[config.mk]
export PLATFORM = sky130hd
export DESIGN_NAME = mesh_router_flat
export DESIGN_NICKNAME = d
export VERILOG_FILES = /design/src/rtl/mesh_router_if.sv /design/src/rtl/mesh_router.sv /design/src/flat_wrapper.sv
export SDC_FILE = /design/constraint.sdc
export NUM_CORES = 2
export LEC_CHECK = 0
export BUFFER_PORTS_ARGS = -buffer_cell sky130_fd_sc_hd__buf_2
export CAP_MARGIN = 0
export CELL_PAD_IN_SITES_DETAIL_PLACEMENT = 2
export CELL_PAD_IN_SITES_GLOBAL_PLACEMENT = 2
export CORE_MARGIN = 10
export CORE_UTILIZATION = 44
export CTS_CLUSTER_SIZE = 40
export DETAILED_ROUTE_END_ITERATION = 16
export PLACE_DENSITY_LB_ADDON = 0.1
export SYNTH_ARGS = -nofsm -noshare
export SYNTH_HDL_FRONTEND = slang
export SYNTH_SLANG_ARGS = --single-unit
[constraint.sdc]
create_clock -name clk -period 18.4 [get_ports clk]
set_input_delay 1.84 -clock clk [delete_from_list [all_inputs] [get_ports clk]]
set_output_delay 1.84 -clock clk [all_outputs]
set_load 0.02 [all_outputs]
[src/rtl/mesh_router_if.sv]
// mesh_router_if: link bundle for one mesh_router tile.
//
// Five links, named by the direction a flit travels on them:
//   we = east, ew = west, ns = north, sn = south, pe = local processing element.
// Per link X:
//   Xsi / Xdi : inbound valid / flit        (upstream -> router)
//   Xri       : inbound buffer ready        (router -> upstream)
//   Xso / Xdo : outbound valid / flit       (router -> downstream)
//   Xro       : downstream ready            (downstream -> router)
//
// Modports:
//   master : the router side (drives ri, so, do)
//   slave  : the neighbour / environment side (drives si, di, ro)
interface mesh_router_if #(
  parameter int DW = 64
);
  logic          wesi, ewsi, nssi, snsi, pesi;
  logic [DW-1:0] wedi, ewdi, nsdi, sndi, pedi;
  logic          weri, ewri, nsri, snri, peri;
  logic          weso, ewso, nsso, snso, peso;
  logic          wero, ewro, nsro, snro, pero;
  logic [DW-1:0] wedo, ewdo, nsdo, sndo, pedo;

  modport master (
    input  wesi, ewsi, nssi, snsi, pesi,
    input  wedi, ewdi, nsdi, sndi, pedi,
    output weri, ewri, nsri, snri, peri,
    output weso, ewso, nsso, snso, peso,
    input  wero, ewro, nsro, snro, pero,
    output wedo, ewdo, nsdo, sndo, pedo
  );

  modport slave (
    output wesi, ewsi, nssi, snsi, pesi,
    output wedi, ewdi, nsdi, sndi, pedi,
    input  weri, ewri, nsri, snri, peri,
    input  weso, ewso, nsso, snso, peso,
    output wero, ewro, nsro, snro, pero,
    input  wedo, ewdo, nsdo, sndo, pedo
  );
endinterface

[src/rtl/mesh_router.sv]
// mesh_router: one tile of a 2-D mesh NoC. Five ports (east, west, north,
// south, local PE), single-flit packets, dimension-order (X then Y) routing
// driven by hop counts carried in the header. Two virtual channels share
// the links under an even/odd polarity that toggles every cycle.
//
// Ports:
//   clk      : single clock, all state on the rising edge
//   reset    : synchronous, active-low
//   polarity : current phase p (0 = even, 1 = odd)
//   link     : mesh_router_if.master, five links (we, ew, ns, sn, pe)
//
// Flit header: [63] vc, [62] dx (0 east / 1 west), [61] dy (0 north /
// 1 south), [60:56] reserved, [55:52] hop_x, [51:48] hop_y,
// [47:32] source address, [31:0] payload.
//
// Handshake (every link, phase p = polarity):
//   Inbound : Xri = 1 while the VC-p input buffer is empty. A flit is
//             captured on the rising edge where Xsi & Xri. Senders only
//             present flits whose vc bit equals p.
//   Outbound: Xso = (VC-p output buffer valid) & Xro; Xdo carries that flit
//             while Xso = 1 and is 0 otherwise. The transfer completes on
//             the rising edge where Xso = 1 and the buffer is emptied.
//   Internal: in phase p, VC ~p input buffers move into VC ~p output
//             buffers, so the link side and the crossbar side of any one
//             buffer are never active in the same cycle.
module mesh_router #(
  parameter int DW = 64
) (
  input  logic           clk,
  input  logic           reset,
  output logic           polarity,
  mesh_router_if.master  link
);

  localparam int NP = 5;

  // Port indices: also the round-robin scan order.
  localparam logic [2:0] P_WE = 3'd0;
  localparam logic [2:0] P_EW = 3'd1;
  localparam logic [2:0] P_NS = 3'd2;
  localparam logic [2:0] P_SN = 3'd3;
  localparam logic [2:0] P_PE = 3'd4;

  // ---------------------------------------------------------------------
  // State
  // ---------------------------------------------------------------------
  logic          r_polarity;
  logic          r_run;                  // 0 during and one cycle after reset
  logic [1:0]    r_in_vld  [NP];         // [port][vc]
  logic [DW-1:0] r_in_dat  [NP][2];
  logic [1:0]    r_out_vld [NP];
  logic [DW-1:0] r_out_dat [NP][2];
  logic [2:0]    r_rr_ptr  [NP][2];      // [output port][vc] next-first input

  // ---------------------------------------------------------------------
  // Link-side wires, packed into per-port arrays
  // ---------------------------------------------------------------------
  logic          w_p;                    // link phase
  logic          w_q;                    // crossbar phase (opposite VC)
  logic [NP-1:0] w_si;
  logic [NP-1:0] w_ro;
  logic [NP-1:0] w_ri;
  logic [NP-1:0] w_so;
  logic [DW-1:0] w_di [NP];
  logic [DW-1:0] w_do [NP];

  // Crossbar wires
  logic [NP-1:0] w_req_vld;
  logic [2:0]    w_req_port [NP];
  logic [DW-1:0] w_req_dat  [NP];
  logic [NP-1:0] w_gnt_vld;
  logic [2:0]    w_gnt_idx  [NP];
  logic [NP-1:0] w_pop;

  assign w_p      = r_polarity;
  assign w_q      = ~r_polarity;
  assign polarity = r_polarity;

  assign w_si = {link.pesi, link.snsi, link.nssi, link.ewsi, link.wesi};
  assign w_ro = {link.pero, link.snro, link.nsro, link.ewro, link.wero};

  assign w_di[P_WE] = link.wedi;
  assign w_di[P_EW] = link.ewdi;
  assign w_di[P_NS] = link.nsdi;
  assign w_di[P_SN] = link.sndi;
  assign w_di[P_PE] = link.pedi;

  assign link.weri = w_ri[P_WE];
  assign link.ewri = w_ri[P_EW];
  assign link.nsri = w_ri[P_NS];
  assign link.snri = w_ri[P_SN];
  assign link.peri = w_ri[P_PE];

  assign link.weso = w_so[P_WE];
  assign link.ewso = w_so[P_EW];
  assign link.nsso = w_so[P_NS];
  assign link.snso = w_so[P_SN];
  assign link.peso = w_so[P_PE];

  assign link.wedo = w_do[P_WE];
  assign link.ewdo = w_do[P_EW];
  assign link.nsdo = w_do[P_NS];
  assign link.sndo = w_do[P_SN];
  assign link.pedo = w_do[P_PE];

  // ---------------------------------------------------------------------
  // Routing helpers
  // ---------------------------------------------------------------------
  // X first, then Y, then eject to the local PE.
  function automatic logic [2:0] route_port(input logic       dx,
                                            input logic       dy,
                                            input logic [3:0] hop_x,
                                            input logic [3:0] hop_y);
    logic [2:0] v_port;
    if (hop_x != 4'd0)      v_port = dx ? P_EW : P_WE;
    else if (hop_y != 4'd0) v_port = dy ? P_SN : P_NS;
    else                    v_port = P_PE;
    return v_port;
  endfunction

  // Decrement the hop count of the dimension being travelled; every other
  // field, including vc, passes through untouched.
  function automatic logic [DW-1:0] route_flit(input logic [DW-1:0] f);
    logic [DW-1:0] v_f;
    v_f = f;
    if (f[55:52] != 4'd0)      v_f[55:52] = f[55:52] - 4'd1;
    else if (f[51:48] != 4'd0) v_f[51:48] = f[51:48] - 4'd1;
    return v_f;
  endfunction

  // ---------------------------------------------------------------------
  // Link side (VC p)
  // ---------------------------------------------------------------------
  always_comb begin
    w_ri = '0;
    w_so = '0;
    for (int i = 0; i < NP; i++) begin
      w_ri[i] = r_run & ~r_in_vld[i][w_p];
      w_so[i] = r_out_vld[i][w_p] & w_ro[i];
      w_do[i] = (r_out_vld[i][w_p] & w_ro[i]) ? r_out_dat[i][w_p] : '0;
    end
  end

  // ---------------------------------------------------------------------
  // Crossbar side (VC ~p): route every occupied input buffer
  // ---------------------------------------------------------------------
  always_comb begin
    w_req_vld = '0;
    for (int i = 0; i < NP; i++) begin
      w_req_vld[i]  = r_in_vld[i][w_q];
      w_req_port[i] = route_port(r_in_dat[i][w_q][62], r_in_dat[i][w_q][61],
                                 r_in_dat[i][w_q][55:52], r_in_dat[i][w_q][51:48]);
      w_req_dat[i]  = route_flit(r_in_dat[i][w_q]);
    end
  end

  // Round-robin per output: scan inputs starting at the pointer, first
  // requester wins. An output whose VC ~p buffer is still full grants
  // nobody, so the requesting input simply holds its flit.
  always_comb begin
    logic [3:0] v_sum;
    logic [2:0] v_idx;
    logic [2:0] v_win;
    logic       v_found;
    v_sum     = '0;
    v_idx     = '0;
    v_win     = '0;
    v_found   = 1'b0;
    w_gnt_vld = '0;
    w_pop     = '0;
    for (int o = 0; o < NP; o++) begin
      v_found = 1'b0;
      v_win   = 3'd0;
      for (int k = 0; k < NP; k++) begin
        v_sum = {1'b0, r_rr_ptr[o][w_q]} + 4'(k);
        if (v_sum >= 4'(NP)) v_sum = v_sum - 4'(NP);
        v_idx = v_sum[2:0];
        if (!v_found && !r_out_vld[o][w_q] && w_req_vld[v_idx] &&
            (w_req_port[v_idx] == 3'(o))) begin
          v_found = 1'b1;
          v_win   = v_idx;
        end
      end
      w_gnt_vld[o] = v_found;
      w_gnt_idx[o] = v_win;
      // Each input targets exactly one output, so at most one grant per input.
      if (v_found) w_pop[v_win] = 1'b1;
    end
  end

  // ---------------------------------------------------------------------
  // Sequential update
  // ---------------------------------------------------------------------
  always_ff @(posedge clk) begin
    if (!reset) begin
      r_polarity <= 1'b0;
      r_run      <= 1'b0;
      for (int i = 0; i < NP; i++) begin
        r_in_vld[i]  <= 2'b00;
        r_out_vld[i] <= 2'b00;
        for (int v = 0; v < 2; v++) begin
          r_in_dat[i][v]  <= '0;
          r_out_dat[i][v] <= '0;
          r_rr_ptr[i][v]  <= 3'd0;
        end
      end
    end else begin
      r_polarity <= ~r_polarity;
      r_run      <= 1'b1;
      for (int i = 0; i < NP; i++) begin
        // Link side, VC p
        if (w_si[i] && w_ri[i]) begin
          r_in_vld[i][w_p] <= 1'b1;
          r_in_dat[i][w_p] <= w_di[i];
        end
        if (w_so[i]) begin
          r_out_vld[i][w_p] <= 1'b0;
        end
        // Crossbar side, VC ~p
        if (w_pop[i]) begin
          r_in_vld[i][w_q] <= 1'b0;
        end
        if (w_gnt_vld[i]) begin
          r_out_vld[i][w_q] <= 1'b1;
          r_out_dat[i][w_q] <= w_req_dat[w_gnt_idx[i]];
          r_rr_ptr[i][w_q]  <= (w_gnt_idx[i] == 3'd4) ? 3'd0 : w_gnt_idx[i] + 3'd1;
        end
      end
    end
  end

endmodule

[src/flat_wrapper.sv]
// flat-port wrapper written by rule: the top's interface ports become plain ports
module mesh_router_flat 
#(
  parameter int DW = 64
)
  (clk, reset, polarity, link_wesi, link_ewsi, link_nssi, link_snsi, link_pesi, link_wedi, link_ewdi, link_nsdi, link_sndi, link_pedi, link_weri, link_ewri, link_nsri, link_snri, link_peri, link_weso, link_ewso, link_nsso, link_snso, link_peso, link_wero, link_ewro, link_nsro, link_snro, link_pero, link_wedo, link_ewdo, link_nsdo, link_sndo, link_pedo);
  mesh_router_if #(.DW(DW)) link_i ();
  input  logic clk;
  input  logic reset;
  output logic polarity;
  input wire logic [$bits(link_i.wesi)-1:0] link_wesi;
  input wire logic [$bits(link_i.ewsi)-1:0] link_ewsi;
  input wire logic [$bits(link_i.nssi)-1:0] link_nssi;
  input wire logic [$bits(link_i.snsi)-1:0] link_snsi;
  input wire logic [$bits(link_i.pesi)-1:0] link_pesi;
  input wire logic [$bits(link_i.wedi)-1:0] link_wedi;
  input wire logic [$bits(link_i.ewdi)-1:0] link_ewdi;
  input wire logic [$bits(link_i.nsdi)-1:0] link_nsdi;
  input wire logic [$bits(link_i.sndi)-1:0] link_sndi;
  input wire logic [$bits(link_i.pedi)-1:0] link_pedi;
  output wire logic [$bits(link_i.weri)-1:0] link_weri;
  output wire logic [$bits(link_i.ewri)-1:0] link_ewri;
  output wire logic [$bits(link_i.nsri)-1:0] link_nsri;
  output wire logic [$bits(link_i.snri)-1:0] link_snri;
  output wire logic [$bits(link_i.peri)-1:0] link_peri;
  output wire logic [$bits(link_i.weso)-1:0] link_weso;
  output wire logic [$bits(link_i.ewso)-1:0] link_ewso;
  output wire logic [$bits(link_i.nsso)-1:0] link_nsso;
  output wire logic [$bits(link_i.snso)-1:0] link_snso;
  output wire logic [$bits(link_i.peso)-1:0] link_peso;
  input wire logic [$bits(link_i.wero)-1:0] link_wero;
  input wire logic [$bits(link_i.ewro)-1:0] link_ewro;
  input wire logic [$bits(link_i.nsro)-1:0] link_nsro;
  input wire logic [$bits(link_i.snro)-1:0] link_snro;
  input wire logic [$bits(link_i.pero)-1:0] link_pero;
  output wire logic [$bits(link_i.wedo)-1:0] link_wedo;
  output wire logic [$bits(link_i.ewdo)-1:0] link_ewdo;
  output wire logic [$bits(link_i.nsdo)-1:0] link_nsdo;
  output wire logic [$bits(link_i.sndo)-1:0] link_sndo;
  output wire logic [$bits(link_i.pedo)-1:0] link_pedo;
  assign link_i.wesi = link_wesi;
  assign link_i.ewsi = link_ewsi;
  assign link_i.nssi = link_nssi;
  assign link_i.snsi = link_snsi;
  assign link_i.pesi = link_pesi;
  assign link_i.wedi = link_wedi;
  assign link_i.ewdi = link_ewdi;
  assign link_i.nsdi = link_nsdi;
  assign link_i.sndi = link_sndi;
  assign link_i.pedi = link_pedi;
  assign link_weri = link_i.weri;
  assign link_ewri = link_i.ewri;
  assign link_nsri = link_i.nsri;
  assign link_snri = link_i.snri;
  assign link_peri = link_i.peri;
  assign link_weso = link_i.weso;
  assign link_ewso = link_i.ewso;
  assign link_nsso = link_i.nsso;
  assign link_snso = link_i.snso;
  assign link_peso = link_i.peso;
  assign link_i.wero = link_wero;
  assign link_i.ewro = link_ewro;
  assign link_i.nsro = link_nsro;
  assign link_i.snro = link_snro;
  assign link_i.pero = link_pero;
  assign link_wedo = link_i.wedo;
  assign link_ewdo = link_i.ewdo;
  assign link_nsdo = link_i.nsdo;
  assign link_sndo = link_i.sndo;
  assign link_pedo = link_i.pedo;
  mesh_router #(.DW(DW)) u_core (.clk(clk), .reset(reset), .polarity(polarity), .link(link_i));
endmodule
# Word level (Yosys, flattened, before mapping)
# Memory sizes are Yosys's and may differ from the RTL's.
# Index checks and enable logic that the tools add are counted.
[word_totals]
register_bits = 2
mem_bits_rw = 1330
output_inout_bits = 331
mem_count = 5
[memory_table]
columns = ["memory", "depth", "width", "rd", "rd_ports_with_merged_regs", "write_ports", "line", "text"]
rows = [
  ["u_core.r_in_dat", 5, 128, 5, 0, 5, "mesh_router.sv:50", "logic [DW-1:0] r_in_dat [NP][2];"],
  ["u_core.r_out_dat", 5, 128, 5, 0, 5, "mesh_router.sv:52", "logic [DW-1:0] r_out_dat [NP][2];"],
  ["u_core.r_rr_ptr", 5, 6, 5, 0, 5, "mesh_router.sv:53", "logic [2:0] r_rr_ptr [NP][2];"],
  ["u_core.r_in_vld", 5, 2, 5, 0, 5, "mesh_router.sv:49", "logic [1:0] r_in_vld [NP];"],
  ["u_core.r_out_vld", 5, 2, 5, 0, 5, "mesh_router.sv:51", "logic [1:0] r_out_vld [NP];"],
]
[classes]
addsub = 60
magnitude_cmp = 98
n_eq_ne = 25
muxes = 1797
n_bitwise = 1402
n_reduce_logical = 124
[ops]
columns = ["operator", "count"]
rows = [
  ["64-bit 2-to-1 mux", 47],
  ["1-bit 2-to-1 mux", 1499],
  ["1-bit OR", 1350],
  ["128-bit 2-to-1 mux", 10],
  ["64-bit binary-select mux with 3-bit select", 5],
  ["3-bit 2-to-1 mux", 131],
  ["3-bit binary-select mux with 3-bit select", 25],
  ["64-bit demux with 1-bit select", 2],
  ["4-bit >= comparator, second input constant", 30],
  ["3-bit by 4-bit less-than comparator with 1-bit output, second input constant", 30],
  ["3-bit inverter with 4-bit output", 30],
  ["1-bit logical AND", 84],
  ["4-bit by 3-bit >= comparator with 1-bit output, second input constant", 20],
  ["1-bit binary-select mux with 3-bit select", 25],
  ["3-bit subtractor, second input constant", 25],
  ["4-bit 2-to-1 mux", 15],
  ["3-bit by 2-bit adder with 4-bit output, second input constant", 10],
  ["2-bit 2-to-1 mux", 20],
  ["4-bit nonzero test", 10],
  ["4-bit by 1-bit subtractor with 4-bit output, second input constant", 10],
  ["3-bit by 2-bit equality test with 1-bit output, second input constant", 10],
  ["3-bit equality test, second input constant", 10],
  ["6-bit 2-to-1 mux", 5],
  ["1-bit logical NOT", 25],
  ["other kinds (19)", 78],
]

# Longest topological paths before layout
[depth]
ltp_word = 51
ltp_mapped = 29
depth_no_buf = 17

# Worst setup path before layout
# OpenSTA, ideal clock, no wires.
[synth_path]
path_type = "reg2reg"
from = "register u_core.r_polarity, in the netlist u_core.polarity"
to = "memory u_core.r_in_vld[0][0] (enable)"
setup_time_ns = 0.317
t_arrival_ns = 7.707
required_time_ns = 18.083
path_slack_ns = 10.377
stages_incl_launch_ff = 16
period_less_slack_ns = 8.023
path_cell_list = "dfxtp_1 > buf_6 > buf_8 > buf_6 > buf_6 > buf_2 > buf_2 > buf_2 > buf_2 > buf_2 > buf_2 > buf_2 > clkbuf_1 > clkbuf_1 > o21ai_0 > o21bai_1"
[synth_rtl]
columns = ["element", "line", "text"]
rows = [
  ["start: declaration", "mesh_router.sv:47", "logic r_polarity;"],
  ["start signal: assignment", "mesh_router.sv:208", "r_polarity <= ~r_polarity;"],
  ["end: declaration", "mesh_router.sv:49", ""],
]

==> impl_metrics.env <==
export IMPL_cts_root_buf="clkbuf_16"
export IMPL_crit_type="flop to flop"
export IMPL_post_synth_top_count_cell="edfxtp_1"
export IMPL_startpoint_type="flop"
export IMPL_synth_common_cells="edfxtp_1, nor2_1, mux2i_1, and2_1, clkbuf_1"
export IMPL_final_hold_viol_count=0
export IMPL_h_tree_depth=4
export IMPL_drtAntennaViolNets=0
export IMPL_track_usage_pct=38.9
export IMPL_cts_sinks=1332
export IMPL_crit_fanout=60
export IMPL_grt_pass1_vias=72270
export IMPL_netlist_area_um2=79100
export IMPL_finalSetupViolCount=0
export IMPL_synth_main_ff_cell="edfxtp_1"
export IMPL_die_h_um=444
export IMPL_syn2layout_area_growth_pct=13.1
export IMPL_drtIter0Drc=8451
export IMPL_endpoint_kind="flop"
export IMPL_finClkSkew_ns=0.0396
export IMPL_synth_xor_area_share_pct=0.376
export IMPL_post_drt_via_cell_ratio=6.87
export IMPL_dr_max_layer_used="met5"
export IMPL_clk_path_buf_depth=3
export IMPL_synth_top_area_share_pct=50.3
export IMPL_io_pins=663
export IMPL_synthArstFlopShare_pct=0
export IMPL_synth_top_family_by_area="multiplexers"
export IMPL_layoutNonFillerInstCount=9888
export IMPL_met1Wirelength_um=146000
export IMPL_avgSynthCellArea_um2=11.3
export IMPL_grt_max_degree=163
export IMPL_utilization_pct=50.1
export IMPL_dp_hpwl_um=261000
export IMPL_holdWs_ns=0.548
export IMPL_ys_ff_latch=1332
export IMPL_synth_compound_area_share_pct=10.9
export IMPL_remaining_drc_errors=0
export IMPL_required_ns=18.96
export IMPL_die_x_um=444
export IMPL_timing_final_crit_share_pct=53.8
export IMPL_seqCellArea_um2=39900
export IMPL_clk_pin_slew_ns=0.06
export IMPL_drive_above_1_share_pct=21.3
export IMPL_cts_hold_buf=0
export IMPL_ctsResizeCount=0
export IMPL_tritoncts_num_buffers=155
export IMPL_arrival_ns=10.45
export IMPL_fin_setup_tns_ns=0
export IMPL_numPortBuffers=662
export IMPL_cap_violations=0
export IMPL_synthAdderAreaFrac_pct=0.965
export IMPL_wl_met3_um=36000
export IMPL_gp_congestion=0.943
export IMPL_slew_viol_final=0
export IMPL_synth_area_leaders="edfxtp_1, mux2i_1, nor2_1"
export IMPL_postCtsSetupBuffers=0
export IMPL_first_pass_iters=6
export IMPL_tritoncts="done"
export IMPL_fillCellCount=17733
export IMPL_outcome="complete, no violations"
export IMPL_slew_headroom_pct=8.33
export IMPL_min_period_ns=9.89
export IMPL_dr_total_vias=67922
export IMPL_clock_fmax_ghz=0.101
export IMPL_ys_types=114
export IMPL_multi_input_area_um2=37100
export IMPL_core_um2=179000
export IMPL_overflow=0
export IMPL_initial_core_util_pct=44.3
export IMPL_yosys_area_top_type="edfxtp_1"
export IMPL_synth_edf_count=1326
export IMPL_synth_warnings=0
export IMPL_clkLatencyLatePin_ns=0.85
export IMPL_wl_um=398000
export IMPL_ys_seq_area_share_pct=50.5
export IMPL_row_count=155
export IMPL_grt_pass1_wl_um=554000
export IMPL_wl_per_cell_um=40.3
export IMPL_antenna_found_initial=38
export IMPL_syn_instance_count=6993
export IMPL_synthMuxAreaShare_pct=17.8
export IMPL_dieArea_um2=197000
export IMPL_synth_simple_area_share_pct=16.1
export IMPL_worstMarginPinSlew_ns=1.38
export IMPL_min_path_type="flop to flop"
export IMPL_placed_cells=9592
export IMPL_finalNetCount=7787
export IMPL_rsz0062_at_grt="no"
export IMPL_dr_wl_met2_um=185000
final timing paths:
check / from / to / slack, ns / cells past startpoint
hold reg to reg: u_core.r_out_vld[4][0] / u_core.r_out_vld[4][0] / 0.55 / 2
hold / removal: u_core.r_out_vld[4][0] / u_core.r_out_vld[4][0] / 0.55 / 2
setup reg to reg: u_core.polarity / u_core.r_out_dat[0][212] / 8.51 / 19
setup / recovery: u_core.polarity / u_core.r_out_dat[0][212] / 8.51 / 19
through the flow:
stage	setup slack (ns)	area (um2)
final	8.51	89500
after detailed placement	8.80	84600
after floorplan	10.38	79200
after CTS	8.77	89400
after global routing	7.97	89500
after global placement	9.33	84600
sequential cells by signal (all words and copies together) (netlist names):
| signal | cells |
|---|---|
| u_core.r_rr_ptr | 30 |
| u_core.r_in_vld | 10 |
| u_core.r_out_dat | 640 |
| u_core.r_in_dat | 640 |
| u_core.polarity | 1 |
| u_core.r_run | 1 |
| u_core.r_out_vld | 10 |
placed cells by master (no fill, tap or decap), types with 153 or more instances in the layout:
cell          n
nand2_1     215
clkbuf_16   164
buf_2       662
and2_1      574
a21oi_1     190
nor2_1     1148
mux2_2      226
mux2i_1     732
and3_1      264
edfxtp_1   1326
o21ai_0     326
mux4_2      178
a221oi_1    153
critical path: stages, from the launching register on:
cell and delay (ns):
dfxtp_4 0.86, buf_4 0.82, buf_4 0.86, mux2i_1 0.78
inv_1 0.24, ha_1 0.30, nand2b_1 0.18, a2111oi_0 0.75
a21oi_1 0.19, mux2_2 0.30, a31oi_1 0.12, o21ai_0 0.68
or4_1 0.23, o21a_4 0.53, buf_4 0.58, or3_4 0.38
buf_4 0.68, o22ai_1 0.30, a221oi_2 0.36, nor2_1 0.09
layout make-up:
class	count	share of cell area [%]
Tap cell	2355	3.29
Antenna cell	21	0.0587
Timing Repair Buffer	792	4.86
Multi-Input combinational cell	5042	41.5
Sequential cell	1332	44.6
Inverter	71	0.312
Clock inverter	72	0.612
Clock buffer	203	4.75
routing by layer:
metal  global-route usage (%)  up-vias
met1                     46.9    35158
met2                     62.9     4405
met3                     7.57     1240
li1                         -    27103
met5                        0        -
met4                     26.2       16
cell families (layout without fill, tap and decap cells):
logic type	after synthesis	count (layout)
simple gates	2580	2580
flops	1332	1332
compound gates	1198	1198
mux	1149	1149
buf+inv	638	1138
fa+ha+maj	61	61
xor+xnor	34	34
other cells	1	41
Power is left out: the tool's default activity adds up to more than one toggle a clock period on the data nets, which glitch-free logic cannot reach.
